==> src/rtl/generator_rr_scheduler_if.sv <==
// generator_rr_scheduler_if
//   Bundles the client request/response port and the generator-facing port of
//   the round-robin generator scheduler.
//   master : the scheduler's view (accepts requests, drives responses and the
//            generator control/argument lines).
//   slave  : the environment's view (clients plus the generator instance).
//   req_*  : per-requester packed request lanes, slice [i*WIDTH +: WIDTH]
//   resp_* : tagged response beats, one per yielded output pair
//   gen_*  : generator start/reset/arguments and its output/valid/done
interface generator_rr_scheduler_if #(
    parameter int NUM_REQ = 4,
    parameter int WIDTH   = 32
);
    localparam int ID_W = (NUM_REQ > 1) ? $clog2(NUM_REQ) : 1;

    logic [NUM_REQ-1:0]       req_valid;
    logic [NUM_REQ-1:0]       req_ready;
    logic [NUM_REQ*WIDTH-1:0] req_a, req_b, req_c, req_d;

    logic                     resp_valid;
    logic [ID_W-1:0]          resp_id;
    logic [WIDTH-1:0]         resp_out0, resp_out1;
    logic                     resp_last;
    logic                     resp_timeout;
    logic                     busy;

    logic                     gen_start;
    logic                     gen_reset;
    logic [WIDTH-1:0]         gen_a, gen_b, gen_c, gen_d;
    logic [WIDTH-1:0]         gen_out0, gen_out1;
    logic                     gen_valid;
    logic                     gen_done;

    modport master (
        input  req_valid, req_a, req_b, req_c, req_d,
        input  gen_out0, gen_out1, gen_valid, gen_done,
        output req_ready,
        output resp_valid, resp_id, resp_out0, resp_out1, resp_last, resp_timeout, busy,
        output gen_start, gen_reset, gen_a, gen_b, gen_c, gen_d
    );

    modport slave (
        output req_valid, req_a, req_b, req_c, req_d,
        output gen_out0, gen_out1, gen_valid, gen_done,
        input  req_ready,
        input  resp_valid, resp_id, resp_out0, resp_out1, resp_last, resp_timeout, busy,
        input  gen_start, gen_reset, gen_a, gen_b, gen_c, gen_d
    );
endinterface

==> src/rtl/generator_rr_scheduler.sv <==
// generator_rr_scheduler
//   Time-shares one generator among NUM_REQ requesters. In IDLE a round-robin
//   scan picks a requester, its four arguments are latched and held on gen_a..d,
//   gen_start pulses in LAUNCH, and every gen_valid in RUN becomes a response
//   beat one cycle later tagged with the owner id. The job ends on gen_done
//   (resp_last) or after TIMEOUT RUN cycles (ABORT: gen_reset pulse, then a
//   resp_last+resp_timeout beat).
//   Ports: _clock, _reset (sync, active high), bus (generator_rr_scheduler_if.master)
module generator_rr_scheduler #(
    parameter int NUM_REQ = 4,
    parameter int WIDTH   = 32,
    parameter int TIMEOUT = 1023
) (
    input  logic                     _clock,
    input  logic                     _reset,
    generator_rr_scheduler_if.master bus
);
    localparam int ID_W    = (NUM_REQ > 1) ? $clog2(NUM_REQ) : 1;
    localparam int CNT_W   = (TIMEOUT > 0) ? $clog2(TIMEOUT + 1) : 1;
    localparam int TO_LAST = (TIMEOUT > 0) ? TIMEOUT - 1 : 0;

    typedef enum logic [1:0] {IDLE, LAUNCH, RUN, ABORT} state_t;

    state_t               state, state_nxt;
    logic [ID_W-1:0]      rr_ptr, id, id_inc;
    logic [ID_W-1:0]      grant_id;
    logic [ID_W:0]        sum;
    logic                 grant_found;
    logic [NUM_REQ-1:0]   rot;
    logic [CNT_W-1:0]     cnt;
    logic                 timeout_hit;
    logic [WIDTH-1:0]     a_q, b_q, c_q, d_q;
    logic                 resp_valid_q, resp_last_q, resp_to_q;
    logic [ID_W-1:0]      resp_id_q;
    logic [WIDTH-1:0]     out0_q, out1_q;

    // Rotate requests so bit 0 is the requester at rr_ptr; first set bit wins.
    assign rot = (bus.req_valid >> rr_ptr) | (bus.req_valid << (NUM_REQ - int'(rr_ptr)));

    always_comb begin
        grant_found = 1'b0;
        grant_id    = '0;
        sum         = '0;
        for (int k = 0; k < NUM_REQ; k++) begin
            if (!grant_found && rot[k]) begin
                grant_found = 1'b1;
                sum = {1'b0, rr_ptr} + (ID_W+1)'(k);
                if (sum >= (ID_W+1)'(NUM_REQ))
                    sum = sum - (ID_W+1)'(NUM_REQ);
                grant_id = sum[ID_W-1:0];
            end
        end
    end

    assign id_inc      = (id == ID_W'(NUM_REQ - 1)) ? '0 : id + 1'b1;
    // cnt counts completed RUN cycles; the TIMEOUT-th one hands over to ABORT.
    assign timeout_hit = (TIMEOUT != 0) && (cnt == CNT_W'(TO_LAST));

    always_comb begin
        state_nxt = state;
        case (state)
            IDLE:    if (grant_found) state_nxt = LAUNCH;
            LAUNCH:  state_nxt = RUN;
            RUN:     if (bus.gen_done) state_nxt = IDLE;       // done beats timeout
                     else if (timeout_hit) state_nxt = ABORT;
            ABORT:   state_nxt = IDLE;
            default: state_nxt = IDLE;
        endcase
    end

    always_ff @(posedge _clock) begin
        if (_reset) begin
            state        <= IDLE;
            rr_ptr       <= '0;
            id           <= '0;
            cnt          <= '0;
            a_q          <= '0;
            b_q          <= '0;
            c_q          <= '0;
            d_q          <= '0;
            resp_valid_q <= 1'b0;
            resp_last_q  <= 1'b0;
            resp_to_q    <= 1'b0;
            resp_id_q    <= '0;
            out0_q       <= '0;
            out1_q       <= '0;
        end else begin
            state        <= state_nxt;
            resp_valid_q <= 1'b0;
            resp_last_q  <= 1'b0;
            resp_to_q    <= 1'b0;
            out0_q       <= '0;
            out1_q       <= '0;
            case (state)
                IDLE: if (grant_found) begin
                    id  <= grant_id;
                    a_q <= bus.req_a[grant_id*WIDTH +: WIDTH];
                    b_q <= bus.req_b[grant_id*WIDTH +: WIDTH];
                    c_q <= bus.req_c[grant_id*WIDTH +: WIDTH];
                    d_q <= bus.req_d[grant_id*WIDTH +: WIDTH];
                end
                LAUNCH: cnt <= '0;
                RUN: begin
                    // A done without valid still produces a zero-data last beat.
                    if (bus.gen_valid || bus.gen_done) begin
                        resp_valid_q <= 1'b1;
                        resp_id_q    <= id;
                    end
                    if (bus.gen_valid) begin
                        out0_q <= bus.gen_out0;
                        out1_q <= bus.gen_out1;
                    end
                    if (bus.gen_done) begin
                        resp_last_q <= 1'b1;
                        rr_ptr      <= id_inc;
                    end else begin
                        cnt <= cnt + 1'b1;
                    end
                end
                ABORT: begin
                    resp_valid_q <= 1'b1;
                    resp_last_q  <= 1'b1;
                    resp_to_q    <= 1'b1;
                    resp_id_q    <= id;
                    rr_ptr       <= id_inc;
                end
                default: ;
            endcase
        end
    end

    // Grant is suppressed while in reset so no requester sees a phantom accept.
    assign bus.req_ready    = (state == IDLE && grant_found && !_reset)
                              ? (NUM_REQ'(1) << grant_id) : '0;
    assign bus.gen_start    = (state == LAUNCH);
    assign bus.gen_reset    = _reset | (state == ABORT);
    assign bus.busy         = (state != IDLE);
    assign bus.gen_a        = a_q;
    assign bus.gen_b        = b_q;
    assign bus.gen_c        = c_q;
    assign bus.gen_d        = d_q;
    assign bus.resp_valid   = resp_valid_q;
    assign bus.resp_last    = resp_last_q;
    assign bus.resp_timeout = resp_to_q;
    assign bus.resp_id      = resp_id_q;
    assign bus.resp_out0    = out0_q;
    assign bus.resp_out1    = out1_q;
endmodule

==> src/flat_wrapper.sv <==
// flat-port wrapper written by rule: the top's interface ports become plain ports
module generator_rr_scheduler_flat 
#(
    parameter int NUM_REQ = 4,
    parameter int WIDTH   = 32,
    parameter int TIMEOUT = 1023
)
  (_clock, _reset, bus_req_valid, bus_req_a, bus_req_b, bus_req_c, bus_req_d, bus_gen_out0, bus_gen_out1, bus_gen_valid, bus_gen_done, bus_req_ready, bus_resp_valid, bus_resp_id, bus_resp_out0, bus_resp_out1, bus_resp_last, bus_resp_timeout, bus_busy, bus_gen_start, bus_gen_reset, bus_gen_a, bus_gen_b, bus_gen_c, bus_gen_d);
  generator_rr_scheduler_if #(.NUM_REQ(NUM_REQ), .WIDTH(WIDTH)) bus_i ();
  input  logic _clock;
  input  logic _reset;
  input wire logic [$bits(bus_i.req_valid)-1:0] bus_req_valid;
  input wire logic [$bits(bus_i.req_a)-1:0] bus_req_a;
  input wire logic [$bits(bus_i.req_b)-1:0] bus_req_b;
  input wire logic [$bits(bus_i.req_c)-1:0] bus_req_c;
  input wire logic [$bits(bus_i.req_d)-1:0] bus_req_d;
  input wire logic [$bits(bus_i.gen_out0)-1:0] bus_gen_out0;
  input wire logic [$bits(bus_i.gen_out1)-1:0] bus_gen_out1;
  input wire logic [$bits(bus_i.gen_valid)-1:0] bus_gen_valid;
  input wire logic [$bits(bus_i.gen_done)-1:0] bus_gen_done;
  output wire logic [$bits(bus_i.req_ready)-1:0] bus_req_ready;
  output wire logic [$bits(bus_i.resp_valid)-1:0] bus_resp_valid;
  output wire logic [$bits(bus_i.resp_id)-1:0] bus_resp_id;
  output wire logic [$bits(bus_i.resp_out0)-1:0] bus_resp_out0;
  output wire logic [$bits(bus_i.resp_out1)-1:0] bus_resp_out1;
  output wire logic [$bits(bus_i.resp_last)-1:0] bus_resp_last;
  output wire logic [$bits(bus_i.resp_timeout)-1:0] bus_resp_timeout;
  output wire logic [$bits(bus_i.busy)-1:0] bus_busy;
  output wire logic [$bits(bus_i.gen_start)-1:0] bus_gen_start;
  output wire logic [$bits(bus_i.gen_reset)-1:0] bus_gen_reset;
  output wire logic [$bits(bus_i.gen_a)-1:0] bus_gen_a;
  output wire logic [$bits(bus_i.gen_b)-1:0] bus_gen_b;
  output wire logic [$bits(bus_i.gen_c)-1:0] bus_gen_c;
  output wire logic [$bits(bus_i.gen_d)-1:0] bus_gen_d;
  assign bus_i.req_valid = bus_req_valid;
  assign bus_i.req_a = bus_req_a;
  assign bus_i.req_b = bus_req_b;
  assign bus_i.req_c = bus_req_c;
  assign bus_i.req_d = bus_req_d;
  assign bus_i.gen_out0 = bus_gen_out0;
  assign bus_i.gen_out1 = bus_gen_out1;
  assign bus_i.gen_valid = bus_gen_valid;
  assign bus_i.gen_done = bus_gen_done;
  assign bus_req_ready = bus_i.req_ready;
  assign bus_resp_valid = bus_i.resp_valid;
  assign bus_resp_id = bus_i.resp_id;
  assign bus_resp_out0 = bus_i.resp_out0;
  assign bus_resp_out1 = bus_i.resp_out1;
  assign bus_resp_last = bus_i.resp_last;
  assign bus_resp_timeout = bus_i.resp_timeout;
  assign bus_busy = bus_i.busy;
  assign bus_gen_start = bus_i.gen_start;
  assign bus_gen_reset = bus_i.gen_reset;
  assign bus_gen_a = bus_i.gen_a;
  assign bus_gen_b = bus_i.gen_b;
  assign bus_gen_c = bus_i.gen_c;
  assign bus_gen_d = bus_i.gen_d;
  generator_rr_scheduler #(.NUM_REQ(NUM_REQ), .WIDTH(WIDTH), .TIMEOUT(TIMEOUT)) u_core (._clock(_clock), ._reset(_reset), .bus(bus_i));
endmodule
==> config.mk <==
export PLATFORM = sky130hd
export DESIGN_NAME = generator_rr_scheduler_flat
export DESIGN_NICKNAME = d
export VERILOG_FILES = /design/src/rtl/generator_rr_scheduler_if.sv /design/src/rtl/generator_rr_scheduler.sv /design/src/flat_wrapper.sv
export SDC_FILE = /design/constraint.sdc
export NUM_CORES = 1
export LEC_CHECK = 0
export CORE_AREA = 2 2 306 308
export DETAILED_ROUTE_END_ITERATION = 10
export DIE_AREA = 0 0 308 310
export PLACE_DENSITY = 0.33
export SYNTH_ARGS = -nofsm -noshare
export SYNTH_HDL_FRONTEND = slang
export SYNTH_SLANG_ARGS = --single-unit
==> constraint.sdc <==
create_clock -name _clock -period 4.4 [get_ports _clock]
set_input_delay 0.88 -clock _clock [delete_from_list [all_inputs] [get_ports _clock]]
set_output_delay 0.88 -clock _clock [all_outputs]
set_load 0.03 [all_outputs]
==> flow_summary.toml, run 1 <==
[detailed_routing]
detail_route.first_pass.iterations = 4
route.detailed.wl_per_inst_microns = 22.08
total_wire_length_mm = 66.73
postRouteAntennaNets = 0
post-route-drc-count = 0
initialDrtViolationCount = 425
via_per_inst = 3.845
via_count = 11620

[synthesis]
synthesis.area_sq_um = 11340
yosys_most_used_dff = "sky130_fd_sc_hd__dfxtp_1"
postSynthRegisterBits = 213
syn-mean-instance-area_sq_um = 11.04
share_of_synthesized_area_occupied_by_flip_flops_and_latches_pct = 37.61
synthesis.instances = 1027
ys_warn_count = 0
ys_async_sr_fraction_pct = 0
yosys.cell_types.count = 54
synth-edff-count = 0
synth_nets = 1615

[grt]
grt_pass1_vias = 12250
grt_pass1_wl_mm = 90.25
initial_antenna_violation_count = 18
grt_max_degree = 86
global_route.usage.total_pct = 13.06
grt_remaining_overflow = 0

[sta]
final_hold_violations = 0
total_negative_setup_slacks_ns = 0
unrepaired_setup_endpoints_after_global_routing = "no"
timing.final.crit_share_pct = 96.40
maxSlewViolCount = 0
worst_setup_slack_final_ns = 0.1583
min_period_ns = 4.242
achievable-frequency_mhz = 235.8
post_route_worst_hold_slack_ns = 0.4851
final-setup-viol-count = 0
worst_clock_skew_ns = 0.01900
worstMarginPinSlew_ns = 0.8198
slew_headroom_pct = 45.35

[placement]
pre_cts_slack_ns = -0.09860
dp_cells = 2954
finalWeightedCongestion = 0.8059
io_buffer_count = 787
dp_hpwl_mm = 52.41

[min_path]
origin_of_the_worst_min_delay_path = "u_core.cnt[6]"
hold_path_class = "reg -> reg"

[final_layout]
layout_commonest_cell = "sky130_fd_sc_hd__clkdlybuf4s50_1"
final_cell_mix = "sky130_fd_sc_hd__clkdlybuf4s50_1 (781), sky130_fd_sc_hd__mux2i_1 (264), sky130_fd_sc_hd__dfxtp_1 (213), sky130_fd_sc_hd__o21bai_1 (128), sky130_fd_sc_hd__a221oi_2 (82)"
final_cells = 3022
postLayoutCoreUtil_pct = 23.71
final_layout_size_suffix_gt1_share_pct = 11.43
fill_cells = 9950
nNetsFinal = 2384
areaGrowthSynthToFinish_pct = 93.40

[critical_path]
path_cells = "clkinv_1, ha_4, or2_1, o221ai_4, buf_4, nand2b_1, a32o_1, and2_2, nor4_4, buf_4, buf_12"
crit_fanout = 10
regToRegStartpoint = "u_core.rr_ptr[0]"
crit_top_cell = "sky130_fd_sc_hd__buf_4"
worstSetupStartpointType = "flop"
critical_path.startpoint = "u_core.rr_ptr[0]"
reg2reg_setup_slack_ns = 0.76
critPathSlowestCell = "sky130_fd_sc_hd__dfxtp_1"
timing.critical_path.to_type = "output pin"
critPathMaxStageDelay_ns = 0.33
timing.critical_path.arrival_ns = 3.36
worstPathRequired_ns = 3.52
criticalPathCategory = "reg -> out"

[power_and_ir_drop]
leakage_power_total_uw = 0.008931
total_power_per_unit_cell_area_nw_per_um2 = 420.1
peakVddDrop_mv = 0.2239

[clock_network]
cts_buffers = 35
cts-root-to-sink-buffers = 3
cts-root-buf = "sky130_fd_sc_hd__clkbuf_16"
clkLatencyLatePin_ns = 0.55
tritoncts = "yes"
cts.sinks = 213
clk_transition_reported_paths_ns = 0.06
htree_levels = 2

[die]
rows = 112
die_h_microns = 310
pin_count = 788
initial_core_util_pct = 12.26
floorplan.die_area_sq_um = 95480
core_sq_um = 92490
die_width_microns = 308

[run_status]
outcome = "finished clean"

[job]
cap_violations = 0
[where the power goes]
group          internal (uW)  switching, uW
Sequential              2230            166
Clock                   1730           1140
Combinational           1820           2130
[area by class of cell]
cell class | instances | area (sq um) | area share, %
Antenna cell | 5 | 12.51 | 0.05706
Clock buffer | 49 | 1008 | 4.599
Clock inverter | 12 | 153.9 | 0.7018
Inverter | 6 | 22.52 | 0.1027
Multi-Input combinational cell | 707 | 6544 | 29.84
Sequential cell | 213 | 4264 | 19.45
Tap cell | 1197 | 1498 | 6.830
Timing Repair Buffer | 833 | 8426 | 38.42
[worst paths after layout]
| path | end | depth (start not counted) |
|---|---|---|
| max reg2reg | u_core.bus.gen_d[21] | 12 |
| min | u_core.cnt[6] | 1 |
| min reg2reg | u_core.cnt[6] | 1 |
| max | bus_req_ready[1] | 11 |
[flip-flops by register name, summed over array words and instances (netlist names)]
name,count
u_core.bus.resp_out0,32
u_core.bus.resp_last,1
u_core.bus.gen_c,32
u_core.bus.resp_id,2
u_core.bus.gen_d,32
u_core.bus.gen_b,32
u_core.state,2
u_core.bus.resp_out1,32
u_core.rr_ptr,2
u_core.bus.resp_timeout,1
u_core.id,2
u_core.bus.resp_valid,1
u_core.bus.gen_a,32
u_core.cnt,10
[logic make-up (layout without fill, tap and decap cells)]
| family | after synthesis | count (layout) | share of synthesized area, % |
|---|---|---|---|
| adders and majority gates | 4 | 4 | 0.4414 |
| xor gates and xnor gates | 2 | 2 | 0.1545 |
| buffers and inverters | 107 | 900 | 5.473 |
| DFF | 213 | 213 | 37.61 |
| other | 0 | 5 | 0 |
| and+or+nand+nor | 140 | 140 | 7.195 |
| AOI/OAI and AO/OA | 295 | 295 | 25.50 |
| muxes | 266 | 266 | 23.63 |
[worst max-delay path, delay by kind of cell (launching register included)]
| family | cells | cell delay [ns] |
|---|---|---|
| buf+inv | 4 | 0.60 |
| simple gates | 4 | 0.97 |
| flops | 1 | 0.33 |
| compound gates | 2 | 0.58 |
| fa+ha+maj | 1 | 0.31 |
[Yosys cell counts, types with 3 or more instances]
library cell | n | area, sq um
sky130_fd_sc_hd__mux2i_1 | 264 | 2643
sky130_fd_sc_hd__dfxtp_1 | 213 | 4264
sky130_fd_sc_hd__o21bai_1 | 128 | 960.9
sky130_fd_sc_hd__a221oi_2 | 83 | 1246
sky130_fd_sc_hd__and2_1 | 67 | 419.2
sky130_fd_sc_hd__a221oi_1 | 46 | 402.9
sky130_fd_sc_hd__clkbuf_1 | 45 | 168.9
sky130_fd_sc_hd__buf_2 | 28 | 140.1
sky130_fd_sc_hd__nor2_1 | 21 | 78.83
sky130_fd_sc_hd__buf_6 | 11 | 123.9
sky130_fd_sc_hd__nand2_1 | 11 | 41.29
sky130_fd_sc_hd__a21oi_1 | 10 | 50.05
sky130_fd_sc_hd__buf_4 | 9 | 67.56
sky130_fd_sc_hd__buf_8 | 6 | 90.09
sky130_fd_sc_hd__nand3_1 | 6 | 30.03
sky130_fd_sc_hd__a211oi_1 | 5 | 37.54
sky130_fd_sc_hd__and3_1 | 5 | 31.28
sky130_fd_sc_hd__inv_1 | 5 | 18.77
sky130_fd_sc_hd__o21ai_0 | 5 | 25.02
sky130_fd_sc_hd__or2_2 | 5 | 31.28
sky130_fd_sc_hd__ha_1 | 4 | 50.05
sky130_fd_sc_hd__nand2b_1 | 4 | 25.02
sky130_fd_sc_hd__nor3_1 | 4 | 20.02
sky130_fd_sc_hd__a31oi_1 | 3 | 18.77
sky130_fd_sc_hd__nand3b_1 | 3 | 22.52
[per-layer routing]
layer,track usage [%],vias to the layer above,part of all wire [%]
li1,-,5495,-
met1,13.29,5458,35
met2,24.40,543,52
met3,5.462,105,10
met4,3.494,20,2.4
met5,0,-,0.22
[per-stage QoR]
stage,cell area [sq um],total power (uW)
finish,21930,9213
global route,21920,9715
floorplan,11340,4641
CTS,21900,9446
detailed placement,20690,6435
global placement,20690,6435
[what timing repair did]
action,in CTS,in global routing
buffers inserted,2,0
hold buffers,0,0
setup endpoints to repair,2,4
pin swaps,1,1
resized for setup,5,3
Power figures use the tool's default switching activity.
==> run 2: changes to the inputs <==
CAP_MARGIN = 0   (was default)
PLACE_DENSITY = 0.41   (was 0.33)
==> run 2 against run 1 <==
Against the previous run: largest cell class unchanged; first-iteration DRC count shrank 3.1%; critical endpoint is now bus_req_ready[0]; critical path depth shrank 3; register-to-register slack lost 0.28 ns.
==> flow_summary.toml, run 2 (synthesized netlist as in run 1, its figures left out) <==
[power_and_ir_drop]
power_switching_uw = 3320
cellInternalPower_uw = 5407
total_power_per_unit_cell_area_nw_per_um2 = 404.5
leakage_power_total_uw = 0.008768
clock_power_share_pct = 28.0
total_power_uw = 8728
combPwrFrac_pct = 44.4
swShare_pct = 38.04
seqPwrFrac_pct = 27.6
peakVddDrop_mv = 0.2560

[final_layout]
final_cell_mix = "sky130_fd_sc_hd__clkdlybuf4s50_1 (782), sky130_fd_sc_hd__mux2i_1 (263), sky130_fd_sc_hd__dfxtp_1 (213), sky130_fd_sc_hd__o21bai_1 (128), sky130_fd_sc_hd__a221oi_2 (82)"
final_layout_size_suffix_gt1_share_pct = 10.82
multi_input_area_sq_um = 6502
fill_cells = 9904
register_area_sq_um = 4264
postLayoutCoreUtil_pct = 23.33
areaGrowthSynthToFinish_pct = 90.29
final_cells = 3015
layout_commonest_cell = "sky130_fd_sc_hd__clkdlybuf4s50_1"
final_design_area_no_fill_sq_um = 21580
nNetsFinal = 2376

[clock_network]
htree_levels = 1
cts-root-to-sink-buffers = 3
tritoncts = "yes"
cts_buffers = 30
clkLatencyLatePin_ns = 0.61
clk_transition_reported_paths_ns = 0.06
cts-root-buf = "sky130_fd_sc_hd__clkbuf_16"
cts.sinks = 213

[grt]
grt_remaining_overflow = 0
grt_max_degree = 84
initial_antenna_violation_count = 20
grt_pass1_wl_mm = 89.35
global_route.usage.total_pct = 12.84
grt_pass1_vias = 12440

[die]
die_h_microns = 310
initial_core_util_pct = 12.26
floorplan.die_area_sq_um = 95480
die_width_microns = 308
pin_count = 788
rows = 112
core_sq_um = 92490

[sta]
final-setup-viol-count = 0
maxSlewViolCount = 0
slew_headroom_pct = 40.16
worstMarginPinSlew_ns = 0.8976
total_negative_setup_slacks_ns = 0
worst_clock_skew_ns = 0.01046
unrepaired_setup_endpoints_after_global_routing = "no"
timing.final.crit_share_pct = 93.73
final_hold_violations = 0
min_period_ns = 4.124
achievable-frequency_mhz = 242.5

[detailed_routing]
route.detailed.wl_per_inst_microns = 21.95
via_per_inst = 3.887
initialDrtViolationCount = 412
postRouteAntennaNets = 0
post-route-drc-count = 0
detail_route.first_pass.iterations = 4
via_count = 11720
total_wire_length_mm = 66.18

[run_status]
outcome = "finished clean"

[job]
cap_violations = 0

[placement]
dp_hpwl_mm = 53.02
io_buffer_count = 787
post_dp_cell_area_sq_um = 20570
finalWeightedCongestion = 0.8277
dp_cells = 2952

[critical_path]
critical_path.startpoint = "u_core.rr_ptr[0]"
crit_fanout = 10
timing.critical_path.to_type = "output pin"
worstPathRequired_ns = 3.52
worstSetupStartpointType = "flop"
critical_path.endpoint = "bus_req_ready[0]"
regToRegStartpoint = "u_core.rr_ptr[0]"
criticalPathCategory = "reg -> out"
timing.critical_path.arrival_ns = 3.24
worst-r2r-cell-count = 10
reg2reg_setup_slack_ns = 0.48
rr_endpoint = "u_core.bus.gen_b[19]"

[min_path]
hold_path_class = "reg -> reg"
==> run 2: changes by cell type in the layout (fill, tap and decap cells not counted), sizes merged <==
cell	previous run	this run
clkinv	8	11
diode	5	6
clkinvlp	1	2
clkdlybuf4s50	781	782
inv	7	5
bufinv	2	1
clkbuf	49	43
buf	51	48
dlymetal6s2s	1	0
==> run 2: layout make-up <==
type / instances / area share, %
Timing Repair Buffer: 830 / 38.47
Antenna cell: 6 / 0.06959
Tap cell: 1197 / 6.942
Clock buffer: 43 / 3.938
Sequential cell: 213 / 19.76
Inverter: 6 / 0.1044
Multi-Input combinational cell: 707 / 30.14
Clock inverter: 13 / 0.5741
==> run 2: worst min path at each step <==
| stage | cells past startpoint | end | from | slack [ns] |
|---|---|---|---|---|
| final | 2 | u_core.cnt[9] | u_core.cnt[9] | 0.48 |
| after global routing | 2 | u_core.cnt[9] | u_core.cnt[9] | 0.50 |
| after CTS | 1 | u_core.cnt[6] | u_core.cnt[6] | 0.48 |
| after detailed placement | 1 | u_core.cnt[6] | u_core.cnt[6] | 0.47 |
| after global placement | 2 | u_core.cnt[9] | u_core.cnt[9] | 0.46 |
| after floorplan | 1 | u_core.cnt[6] | u_core.cnt[6] | 0.44 |
==> run 2: critical path, cell delays in order (launching register included) <==
cell and delay, ns:
sky130_fd_sc_hd__dfxtp_1 0.33, sky130_fd_sc_hd__clkinv_1 0.12, sky130_fd_sc_hd__ha_2 0.46, sky130_fd_sc_hd__mux2i_2 0.33, sky130_fd_sc_hd__a2bb2oi_1 0.31, sky130_fd_sc_hd__a211oi_1 0.17
sky130_fd_sc_hd__a221oi_4 0.42, sky130_fd_sc_hd__nor4b_1 0.27, sky130_fd_sc_hd__buf_4 0.21
==> run 2: power by group through the flow <==
| stage | sequential, uW | combinational, uW | clock [uW] |
|---|---|---|---|
| final | 2400 | 3880 | 2450 |
| after global routing | 2440 | 4100 | 2630 |
| after CTS | 2410 | 3940 | 2570 |
| after detailed placement | 2450 | 3930 | 0 |
| after global placement | 2440 | 3910 | 0 |
| after floorplan | 2970 | 1680 | 0 |
==> run 2: routing by layer <==
metal / wire (microns) / track usage (%) / share of wire, % / up-vias
li1: - / - / - / 5468
met1: 24520 / 13.79 / 37 / 5594
met2: 33190 / 23.09 / 50 / 561
met3: 6689 / 5.272 / 10 / 83
met4: 1684 / 3.528 / 2.5 / 14
met5: 92 / 0 / 0.14 / -
==> run 2: per-stage QoR <==
stage	hold WS (ns)	setup slack, ns
6_report	0.4818	0.2757
5_1_grt	0.5012	0.04005
4_1_cts	0.4799	0.02465
3_5_place_dp	0.4685	0.05672
3_3_place_gp	0.4632	0.09846
2_1_floorplan	0.4413	0.02236
==> run 2: repair_timing <==
item	4_1_cts	5_1_grt
endpoints found under the setup margin	1	4
endpoints found under the hold margin	0	0
gates cloned	0	0
resized for setup	1	1
hold buffers	0	0
pin swaps	0	0
buffers inserted	0	1
==> run 3: changes to the inputs <==
ABC_AREA = 1   (was default)
CORE_AREA = 2 2 307 309   (was 2 2 306 308)
DIE_AREA = 0 0 309 311   (was 0 0 308 310)
GPL_TIMING_DRIVEN = 0   (was default)
PLACE_DENSITY = 0.42   (was 0.41)
==> run 3 against run 2 <==
Against the previous run: non-clock buffer count grew 96; first-iteration DRC count grew 140%; worst hold slack lost 0.0054 ns; clock skew grew 0.0089 ns; clock power shrank 2%; combinational power grew 68%; global-route usage grew 4.7 points; cell count grew 44%.
==> flow_summary.toml, run 3 <==
[run_status]
outcome = "finished clean"

[synthesis]
ys_async_sr_fraction_pct = 0
ys_warn_count = 0
postSynthRegisterBits = 213
netlist_top_cells_area = "sky130_fd_sc_hd__dfxtp_1 (33%), sky130_fd_sc_hd__nand2_1 (23%), sky130_fd_sc_hd__nand3_1 (12%)"
yosys.cell_types.count = 33
share_of_synthesized_area_occupied_by_flip_flops_and_latches_pct = 33.37
yosys.area.top_type_share_pct = 33.37
synth-edff-count = 0
yosys_most_used_dff = "sky130_fd_sc_hd__dfxtp_1"
synth_nets = 2827
syn-mean-instance-area_sq_um = 5.707
post-synth-top-count-cell = "sky130_fd_sc_hd__nand2_1"
synthesis.area_sq_um = 12780
synthTopCellsByCount = "sky130_fd_sc_hd__nand2_1 (790), sky130_fd_sc_hd__nor2_1 (330), sky130_fd_sc_hd__nand3_1 (313)"
synthesis.instances = 2239
synth_top_area_cell = "sky130_fd_sc_hd__dfxtp_1"

[sta]
unrepaired_setup_endpoints_after_global_routing = "no"
timing.final.crit_share_pct = 93.46
final_hold_violations = 0
worst_setup_slack_final_ns = 0.2878
worst_clock_skew_ns = 0.01937
maxSlewViolCount = 0
worstMarginPinSlew_ns = 1.129
achievable-frequency_mhz = 243.2
slew_headroom_pct = 24.76
final-setup-viol-count = 0
min_period_ns = 4.112

[grt]
grt_pass1_vias = 16600
global_route.usage.total_pct = 17.51
grt_max_degree = 20
initial_antenna_violation_count = 24
grt_remaining_overflow = 0
grt_pass1_wl_mm = 120.9

[final_layout]
final_cells = 4333
final_cell_mix = "sky130_fd_sc_hd__nand2_1 (790), sky130_fd_sc_hd__clkdlybuf4s50_1 (782), sky130_fd_sc_hd__nor2_1 (329), sky130_fd_sc_hd__nand3_1 (313), sky130_fd_sc_hd__inv_1 (305)"
postLayoutCoreUtil_pct = 24.99
final_layout_size_suffix_gt1_share_pct = 4.656
areaGrowthSynthToFinish_pct = 81.44
layout_commonest_cell = "sky130_fd_sc_hd__nand2_1"
nNetsFinal = 3644

[detailed_routing]
route.detailed.wl_per_inst_microns = 20.36
post-route-drc-count = 0
postRouteAntennaNets = 0
via_count = 16620
initialDrtViolationCount = 986
detail_route.first_pass.iterations = 5
via_per_inst = 3.836
total_wire_length_mm = 88.22

[clock_network]
cts-root-to-sink-buffers = 3
cts_buffers = 30
cts.sinks = 213
htree_levels = 1
tritoncts = "yes"
clk_transition_reported_paths_ns = 0.06
postCtsHoldBufs = 0
cts-root-buf = "sky130_fd_sc_hd__clkbuf_16"
clkLatencyLatePin_ns = 0.61

[critical_path]
reg2reg_setup_slack_ns = 0.58
timing.critical_path.to_type = "output pin"
worst-r2r-cell-count = 17
criticalPathCategory = "reg -> out"
timing.critical_path.arrival_ns = 3.23
regToRegStartpoint = "u_core.rr_ptr[0]"
worstPathRequired_ns = 3.52
crit_fanout = 10
rr_endpoint = "u_core.bus.gen_c[15]"
worstSetupStartpointType = "flop"

[placement]
dp_cells = 4279
pre_cts_slack_ns = -0.7476
dp_hpwl_mm = 71.77
finalWeightedCongestion = 0.8735
io_buffer_count = 786

[die]
core_sq_um = 92770
initial_core_util_pct = 13.77
die_width_microns = 309
rows = 112
die_h_microns = 311
pin_count = 788
floorplan.die_area_sq_um = 96100

[min_path]
min_delay_worst_endpoint = "u_core.cnt[9]"
origin_of_the_worst_min_delay_path = "u_core.cnt[9]"
hold_path_depth = 1
hold_path_class = "reg -> reg"

[job]
cap_violations = 0

[power_and_ir_drop]
total_power_uw = 11570
leakage_power_total_uw = 0.01119
total_power_per_unit_cell_area_nw_per_um2 = 499.0
peakVddDrop_mv = 0.2914
==> run 3: cell count changes in the layout (fill, tap and decap cells not counted), sizes merged, moves of 82 or more <==
cell and change:
nor2 +312, nand2 +785, mux2i -265, o21ai +82, nand3 +309, o21bai -128
a221oi -128, inv +306
==> run 3: where the power goes <==
part	switching, uW	total (uW)	leakage [uW]	internal (uW)
clock network	1010	2410	0.000450	1390
registers	254	2660	0.00175	2400
logic	4210	6510	0.00898	2300
==> run 3: metrics by stage <==
step,hold slack [ns],instance area [sq um],TNS (ns)
floorplan,0.4362,12780,0
global placement,0.4631,22210,-3.253
detailed placement,0.4634,22210,-3.331
CTS,0.4754,23150,0
global route,0.4974,23180,0
finish,0.4764,23180,0
==> run 3: critical path: stages (launching register included) <==
cell and delay [ns]:
sky130_fd_sc_hd__dfxtp_2 0.39, sky130_fd_sc_hd__inv_2 0.06, sky130_fd_sc_hd__buf_6 0.14, sky130_fd_sc_hd__ha_1 0.37, sky130_fd_sc_hd__nor2_2 0.21, sky130_fd_sc_hd__inv_1 0.06, sky130_fd_sc_hd__nand2_1 0.07, sky130_fd_sc_hd__nand2_2 0.07
sky130_fd_sc_hd__nand2_4 0.10, sky130_fd_sc_hd__nor2_8 0.06, sky130_fd_sc_hd__nand3b_4 0.09, sky130_fd_sc_hd__nand2_4 0.14, sky130_fd_sc_hd__inv_8 0.16, sky130_fd_sc_hd__nand2_1 0.10, sky130_fd_sc_hd__buf_4 0.22, sky130_fd_sc_hd__nor3_4 0.18
sky130_fd_sc_hd__buf_4 0.21
==> run 3: worst max path at each step <==
stage,from,to,slack [ns]
after floorplan,u_core.rr_ptr[0],bus_req_ready[0],0.75
after global placement,bus_req_valid[3],bus_req_ready[0],-0.77
after detailed placement,bus_req_valid[3],bus_req_ready[0],-0.75
after CTS,u_core.rr_ptr[0],bus_req_ready[1],0.06
after global routing,u_core.rr_ptr[0],bus_req_ready[3],0.01
final,u_core.rr_ptr[0],bus_req_ready[0],0.29
==> run 3: cell type report <==
cell class	count	area [sq um]
Antenna cell	8	20.02
Inverter	311	1177
Fill cell	10700	69590
Multi-Input combinational cell	1574	6658
Sequential cell	213	4265
Clock inverter	7	96.34
Timing Repair Buffer	788	7870
Tap cell	1254	1569
Buffer	138	709.4
Clock buffer	40	818.3
==> run 3: what timing repair did <==
action                                 CTS  global route
setup buffers                            2             0
endpoints found under the hold margin    0             0
gates resized for setup                 37             7
setup endpoints to repair                5             4
pin swaps                                2             0
==> run 3: kinds of logic after synthesis <==
| group | Yosys count | synth area share, % |
|---|---|---|
| simple gates | 1460 | 46.99 |
| buf+inv | 452 | 14.71 |
| flops | 213 | 33.37 |
| compound gates | 110 | 4.534 |
| fa+ha+maj | 4 | 0.3917 |
==> run 3: routing by layer <==
metal	global-route usage, %	wire (microns)	vias to the layer above
li1	-	-	8430
met1	20.37	35630	7470
met2	31.22	43160	610
met3	4.958	7264	102
met4	4.424	2087	10
met5	0	77	-
